<file path="src/rtl/cache_arbiter.sv">
// cache_arbiter
//   Shares one physical-memory cacheline port between the I-cache and the
//   D-cache. One requester is granted at a time and keeps the grant until
//   pmem_resp. Contention is resolved round-robin, and D wins the first
//   contention after reset. Saturating counters record completed
//   transactions for each requester.
//
// Ports
//   clk, rst                     clock; asynchronous active-low reset
//   i_read/i_addr                I-cache line read request
//   i_rdata/i_resp               I-cache response: broadcast data, 1-cycle pulse
//   d_read/d_write/d_addr/d_wdata D-cache read or writeback request
//   d_rdata/d_resp               D-cache response: broadcast data, 1-cycle pulse
//   pmem_*                       physical memory port
//   i_grant_cnt/d_grant_cnt      completed-transaction counters (saturating)
module cache_arbiter #(
    parameter int unsigned LINE_W = 256,
    parameter int unsigned ADDR_W = 32,
    parameter int unsigned CNT_W  = 32
) (
    input  logic              clk,
    input  logic              rst,
    input  logic              i_read,
    input  logic [ADDR_W-1:0] i_addr,
    output logic [LINE_W-1:0] i_rdata,
    output logic              i_resp,
    input  logic              d_read,
    input  logic              d_write,
    input  logic [ADDR_W-1:0] d_addr,
    input  logic [LINE_W-1:0] d_wdata,
    output logic [LINE_W-1:0] d_rdata,
    output logic              d_resp,
    output logic              pmem_read,
    output logic              pmem_write,
    output logic [ADDR_W-1:0] pmem_addr,
    output logic [LINE_W-1:0] pmem_wdata,
    input  logic [LINE_W-1:0] pmem_rdata,
    input  logic              pmem_resp,
    output logic [CNT_W-1:0]  i_grant_cnt,
    output logic [CNT_W-1:0]  d_grant_cnt
);

    typedef enum logic [1:0] {
        IDLE,
        SERVE_I,
        SERVE_D
    } state_t;

    localparam logic [CNT_W-1:0] CNT_ONE = CNT_W'(1);

    state_t           r_state;
    logic             r_last_d;
    logic [CNT_W-1:0] r_i_cnt;
    logic [CNT_W-1:0] r_d_cnt;

    logic w_d_req;
    logic w_i_resp;
    logic w_d_resp;

    assign w_d_req  = d_read | d_write;
    // A response that arrives in IDLE is stale, so it is not forwarded.
    assign w_i_resp = pmem_resp && (r_state == SERVE_I);
    assign w_d_resp = pmem_resp && (r_state == SERVE_D);

    always_ff @(posedge clk or negedge rst) begin
        if (!rst) begin
            r_state  <= IDLE;
            r_last_d <= 1'b0;
            r_i_cnt  <= '0;
            r_d_cnt  <= '0;
        end else begin
            case (r_state)
                IDLE: begin
                    // D goes first unless it was the last requester served
                    // and I is also waiting.
                    if (w_d_req && (!i_read || !r_last_d)) begin
                        r_state <= SERVE_D;
                    end else if (i_read) begin
                        r_state <= SERVE_I;
                    end
                end
                SERVE_I: begin
                    if (pmem_resp) begin
                        r_state  <= IDLE;
                        r_last_d <= 1'b0;
                    end
                end
                SERVE_D: begin
                    if (pmem_resp) begin
                        r_state  <= IDLE;
                        r_last_d <= 1'b1;
                    end
                end
                default: r_state <= IDLE;
            endcase

            if (w_i_resp && (r_i_cnt != '1)) begin
                r_i_cnt <= r_i_cnt + CNT_ONE;
            end
            if (w_d_resp && (r_d_cnt != '1)) begin
                r_d_cnt <= r_d_cnt + CNT_ONE;
            end
        end
    end

    // The memory port follows the live inputs of whichever requester holds
    // the grant.
    always_comb begin
        pmem_read  = 1'b0;
        pmem_write = 1'b0;
        pmem_addr  = '0;
        pmem_wdata = '0;
        case (r_state)
            SERVE_I: begin
                pmem_read = i_read;
                pmem_addr = i_addr;
            end
            SERVE_D: begin
                // If read and write are both raised, only the write is issued.
                pmem_read  = d_read & ~d_write;
                pmem_write = d_write;
                pmem_addr  = d_addr;
                pmem_wdata = d_wdata;
            end
            default: ;
        endcase
    end

    // Read data goes to both caches. It is forced to zero while reset is held.
    assign i_rdata     = rst ? pmem_rdata : '0;
    assign d_rdata     = rst ? pmem_rdata : '0;
    assign i_resp      = w_i_resp;
    assign d_resp      = w_d_resp;
    assign i_grant_cnt = r_i_cnt;
    assign d_grant_cnt = r_d_cnt;

    // The D-cache must never raise read and write together.
    assert property (@(posedge clk) disable iff (!rst) !(d_read && d_write));

endmodule

</file>
<file path="config.mk">
export PLATFORM = sky130hd
export DESIGN_NAME = cache_arbiter
export DESIGN_NICKNAME = d
export VERILOG_FILES = /design/src/rtl/cache_arbiter.sv
export SDC_FILE = /design/constraint.sdc
export NUM_CORES = 1
export LEC_CHECK = 0
export CORE_AREA = 2 2 572 574
export CTS_BUF_LIST = sky130_fd_sc_hd__clkbuf_4
export CTS_CLUSTER_DIAMETER = 60
export DETAILED_ROUTE_END_ITERATION = 8
export DIE_AREA = 0 0 574 576
export DONT_BUFFER_PORTS = 1
export PLACE_DENSITY = 0.3
export SETUP_SLACK_MARGIN = 0.1
export SYNTH_ARGS = -nofsm -noshare
export SYNTH_HDL_FRONTEND = slang
export SYNTH_SLANG_ARGS = --single-unit
</file>
<file path="constraint.sdc">
create_clock -name clk -period 5.1 [get_ports clk]
set_input_delay 0.51 -clock clk [delete_from_list [all_inputs] [get_ports clk]]
set_output_delay 0.51 -clock clk [all_outputs]
set_load 0.05 [all_outputs]
</file>
==> summary.txt <==
Clocking
  – Number of buffers on the longest clock path: 2
  – Post-cts sizing count: 0
  – Clock latency at the later pin of the worst-skew pair: 0.57 ns
  – Number of setup buffers added after CTS: 0
  – Clk root buf: sky130_fd_sc_hd__clkbuf_4
  – Clk sinks: 67
  – Number of buffers inserted during clock tree synthesis: 9
  – Number of buffers inserted for hold repair after clock tree synthesis: 3
  – H-tree depth: 3
  – Clock-pin slew of the registers on the worst-case setup and hold paths: 0.17 ns
  – CTS tree: yes

Critical path
  – Source of the worst register-to-register timing path: r_state[0]
  – Sort of element at the end of the critical path: primary output
  – Crit path from: r_state[0]
  – Critical path data arrival time: 3.28 ns
  – Critical path data required time: 4.59 ns
  – Category of the worst setup path launch point: register
  – Crit Path Max Fanout: 83
  – Worst setup path class: register to primary output

Status
  – Status: finished clean

Timing
  – Worst-margin pin slew: 1.25 ns
  – Worst slew margin relative to its limit: 0.173
  – Final worst-path cycle share: 0.743
  – Unrepaired setup endpoints after global routing: false
  – Final setup fails: 0
  – Largest clock skew in the final design: 0.0324 ns
  – Final count of pins violating max slew: 0
  – Worst hold-check slack: 0.174 ns
  – Final Hold Viols: 0
  – Total negative slack for setup checks: 0 ns
  – Achievable clock frequency: 0.264 GHz
  – Final Critical Period: 3.79 ns

Place
  – Port Buffers: 0
  – Placer congestion estimate: 0.979
  – DP Wirelength: 152 mm

Min path
  – Hold path start: i_read
  – Worst min-delay path class: input port to register

Layout
  – Fill cell instance count of the final layout: 38800
  – Combined area of the multi-input logic cells: 0.00545 mm2
  – Total area of sequential cells: 0.00168 mm2
  – Layout cell share with drive strength beyond 1: 0.199
  – Number of nets at the end of the flow: 1630
  – Post-synthesis to final-layout area growth: 54.8%

Synthesis
  – Combinational family with the most area after synthesis: simple AND/OR/NAND/NOR gates
  – Most common cell in the synthesized netlist: sky130_fd_sc_hd__and2_1
  – Synth Area in XOR/XNOR: 0.0557
  – Synth top area cells: sky130_fd_sc_hd__and2_1 (35%), sky130_fd_sc_hd__buf_4 (21%), sky130_fd_sc_hd__dfrtp_1 (18%), sky130_fd_sc_hd__xor2_1 (3.8%), sky130_fd_sc_hd__clkbuf_1 (2.8%)
  – EDFF count, synth: 0
  – Seq cells post-synth: 67
  – Synthesized-area fraction occupied by and/or/nand/nor cells: 0.476
  – Netlist area before placement: 0.00927 mm2
  – Number of distinct standard cells referenced by the synthesized netlist: 45
  – Most instantiated cells after synthesis: sky130_fd_sc_hd__and2_1 (515), sky130_fd_sc_hd__buf_4 (256), sky130_fd_sc_hd__clkbuf_1 (68)
  – Count of yosys warnings during synthesis: 0
  – Gate count of the mapped netlist: 1232
  – Portion of synthesized cell area occupied by the leading cell type: 0.347
  – Multiplexer share of the synthesized area: 0.00243
  – Syn avg cell area: 7.53 um2
  – Syn nets: 1819
  – Synthesized-area fraction occupied by adder cells: 0.00675
  – Compound-gate portion of the synthesized area: 0.0343
  – Async set-or-reset flop fraction in the synthesized netlist: 1.00
  – Sequential share of the synthesized area: 0.181
  – Library cell occupying the most area in the post-synthesis netlist: sky130_fd_sc_hd__and2_1
  – Top_reg_cell synth: sky130_fd_sc_hd__dfrtp_1

Run
  – Count of maximum capacitance violations: 0

Global route
  – Via count of the first global-routing pass: 8832
  – Global route total overflow: 0
  – Global-route wire length before repair: 184 mm
  – All-Layer GR Usage: 0.0945
  – Largest net degree at the start of global routing: 258
  – Initial antenna violation count: 319

Floorplanning
  – Starting utilization of the core area: 0.0285
  – Die span in x: 574 um
  – Y dimension of the die: 576 um
  – Core region area: 0.325 mm2
  – Rows: 210
  – Floorplan die area: 0.331 mm2
  – Top-Level Pins: 1450

Power
  – Net Switching: 5.11 mW
  – Static power due to leakage: 3.90 nW
  – Switching Share: 0.788
  – Sequential Power Share: 0.113
  – Power per Cell Area: 451 mW/mm2
  – Clock power frac: 0.068
  – Logic gate share of total power: 0.819
  – Cell-internal power: 1.37 mW
  – Largest vdd supply drop: 0.000228 V

Drt
  – DRT iter0 DRCs: 841
  – Number of vias after detailed routing: 10100
  – Routed length per instance: 29.5 um
  – Count of unresolved DRC violations after routing: 0
  – Routed via count divided by cell count: 1.80
  – Post-route antenna net violation count: 0
  – Total detailed-routing wirelength: 165 mm
  – 1st-pass router iterations: 6
[per-stage QoR]
stage                     power, mW  utilization  cell area [um2]  setup slack (ns)  cells
after floorplan                4.80            -             9270              2.57   1232
after global placement         6.15       0.0418            13600              1.97   5375
after detailed placement       6.17       0.0418            13600              1.88   5375
after CTS                      6.69       0.0424            13800              1.11   5394
after global routing           6.70       0.0435            14100              1.03   5532
final                          6.48       0.0441            14400              1.31   5615
[final cells by class]
type                            count  area share
Multi-Input combinational cell    823       0.380
Tap cell                         4346       0.379
Sequential cell                    67       0.117
Timing Repair Buffer              131      0.0738
Antenna cell                      221      0.0385
Clock buffer                       11     0.00575
Clock inverter                      5     0.00375
Inverter                           11     0.00288
[worst paths after layout]
path / slack, ns / cells after the start / endpoint
worst max-delay path: 1.31 / 5 / pmem_addr[26]
max in group asynchronous: 4.10 / 2 / d_grant_cnt[12]
worst min-delay path: 0.17 / 3 / r_state[1]
min in group asynchronous: 0.55 / 2 / r_state[1]
worst max register to register: 2.02 / 8 / d_grant_cnt[28]
worst min register to register: 0.63 / 2 / r_state[0]
[registers in the layout (all words and copies together) (netlist names)]
name / flops
i_grant_cnt: 32
r_last_d: 1
r_state: 2
d_grant_cnt: 32
[per-layer routing]
metal,share of wire,global-route usage,up-vias
met1,0.28,0.0760,4562
met5,0.0061,0.000861,-
met4,0.042,0.0397,162
met3,0.18,0.0802,489
met2,0.49,0.163,1386
li1,-,-,3535
[worst max-delay path: stages, from the launching register on]
cell and delay (ns):
sky130_fd_sc_hd__dfrtp_1 0.46, sky130_fd_sc_hd__inv_1 0.14, sky130_fd_sc_hd__ha_4 0.33, sky130_fd_sc_hd__buf_4 0.63
sky130_fd_sc_hd__a22oi_1 0.23, sky130_fd_sc_hd__nor2b_1 0.79
[layout by cell type, fill, tap and decap left out, types with 8 or more instances in the layout]
cell / synthesis / layout
sky130_fd_sc_hd__and2_1: 515 / 494
sky130_fd_sc_hd__diode_2: 0 / 221
sky130_fd_sc_hd__buf_4: 256 / 124
sky130_fd_sc_hd__dfrtp_1: 67 / 67
sky130_fd_sc_hd__xor2_1: 40 / 40
sky130_fd_sc_hd__nand2_1: 31 / 31
sky130_fd_sc_hd__a22oi_1: 32 / 27
sky130_fd_sc_hd__nand3_1: 25 / 25
sky130_fd_sc_hd__and2_2: 0 / 21
sky130_fd_sc_hd__nor2b_1: 33 / 21
sky130_fd_sc_hd__nor3_1: 21 / 21
sky130_fd_sc_hd__nand4_1: 19 / 19
sky130_fd_sc_hd__xnor2_1: 19 / 19
sky130_fd_sc_hd__nor2_1: 18 / 18
sky130_fd_sc_hd__nor2b_2: 0 / 12
sky130_fd_sc_hd__clkbuf_4: 0 / 11
sky130_fd_sc_hd__inv_1: 10 / 10
sky130_fd_sc_hd__and3_1: 8 / 8
sky130_fd_sc_hd__nor4_2: 8 / 8
sky130_fd_sc_hd__nor4_1: 8 / 8
[kinds of logic after synthesis]
kind of cell               Yosys count
xor gates and xnor gates            59
buffers and inverters              342
AOI/OAI and AO/OA                   45
and+or+nand+nor                    712
muxes                                2
adders and majority gates            5
DFF                                 67
[power groups by stage]
stage | Sequential [mW] | Clock, mW | Combinational (mW)
global route | 0.742 | 0.500 | 5.46
floorplan | 0.751 | 0 | 4.05
finish | 0.735 | 0.441 | 5.30
global placement | 0.749 | 0 | 5.41
detailed placement | 0.748 | 0 | 5.42
CTS | 0.737 | 0.498 | 5.45
Power figures use the tool's default switching activity.
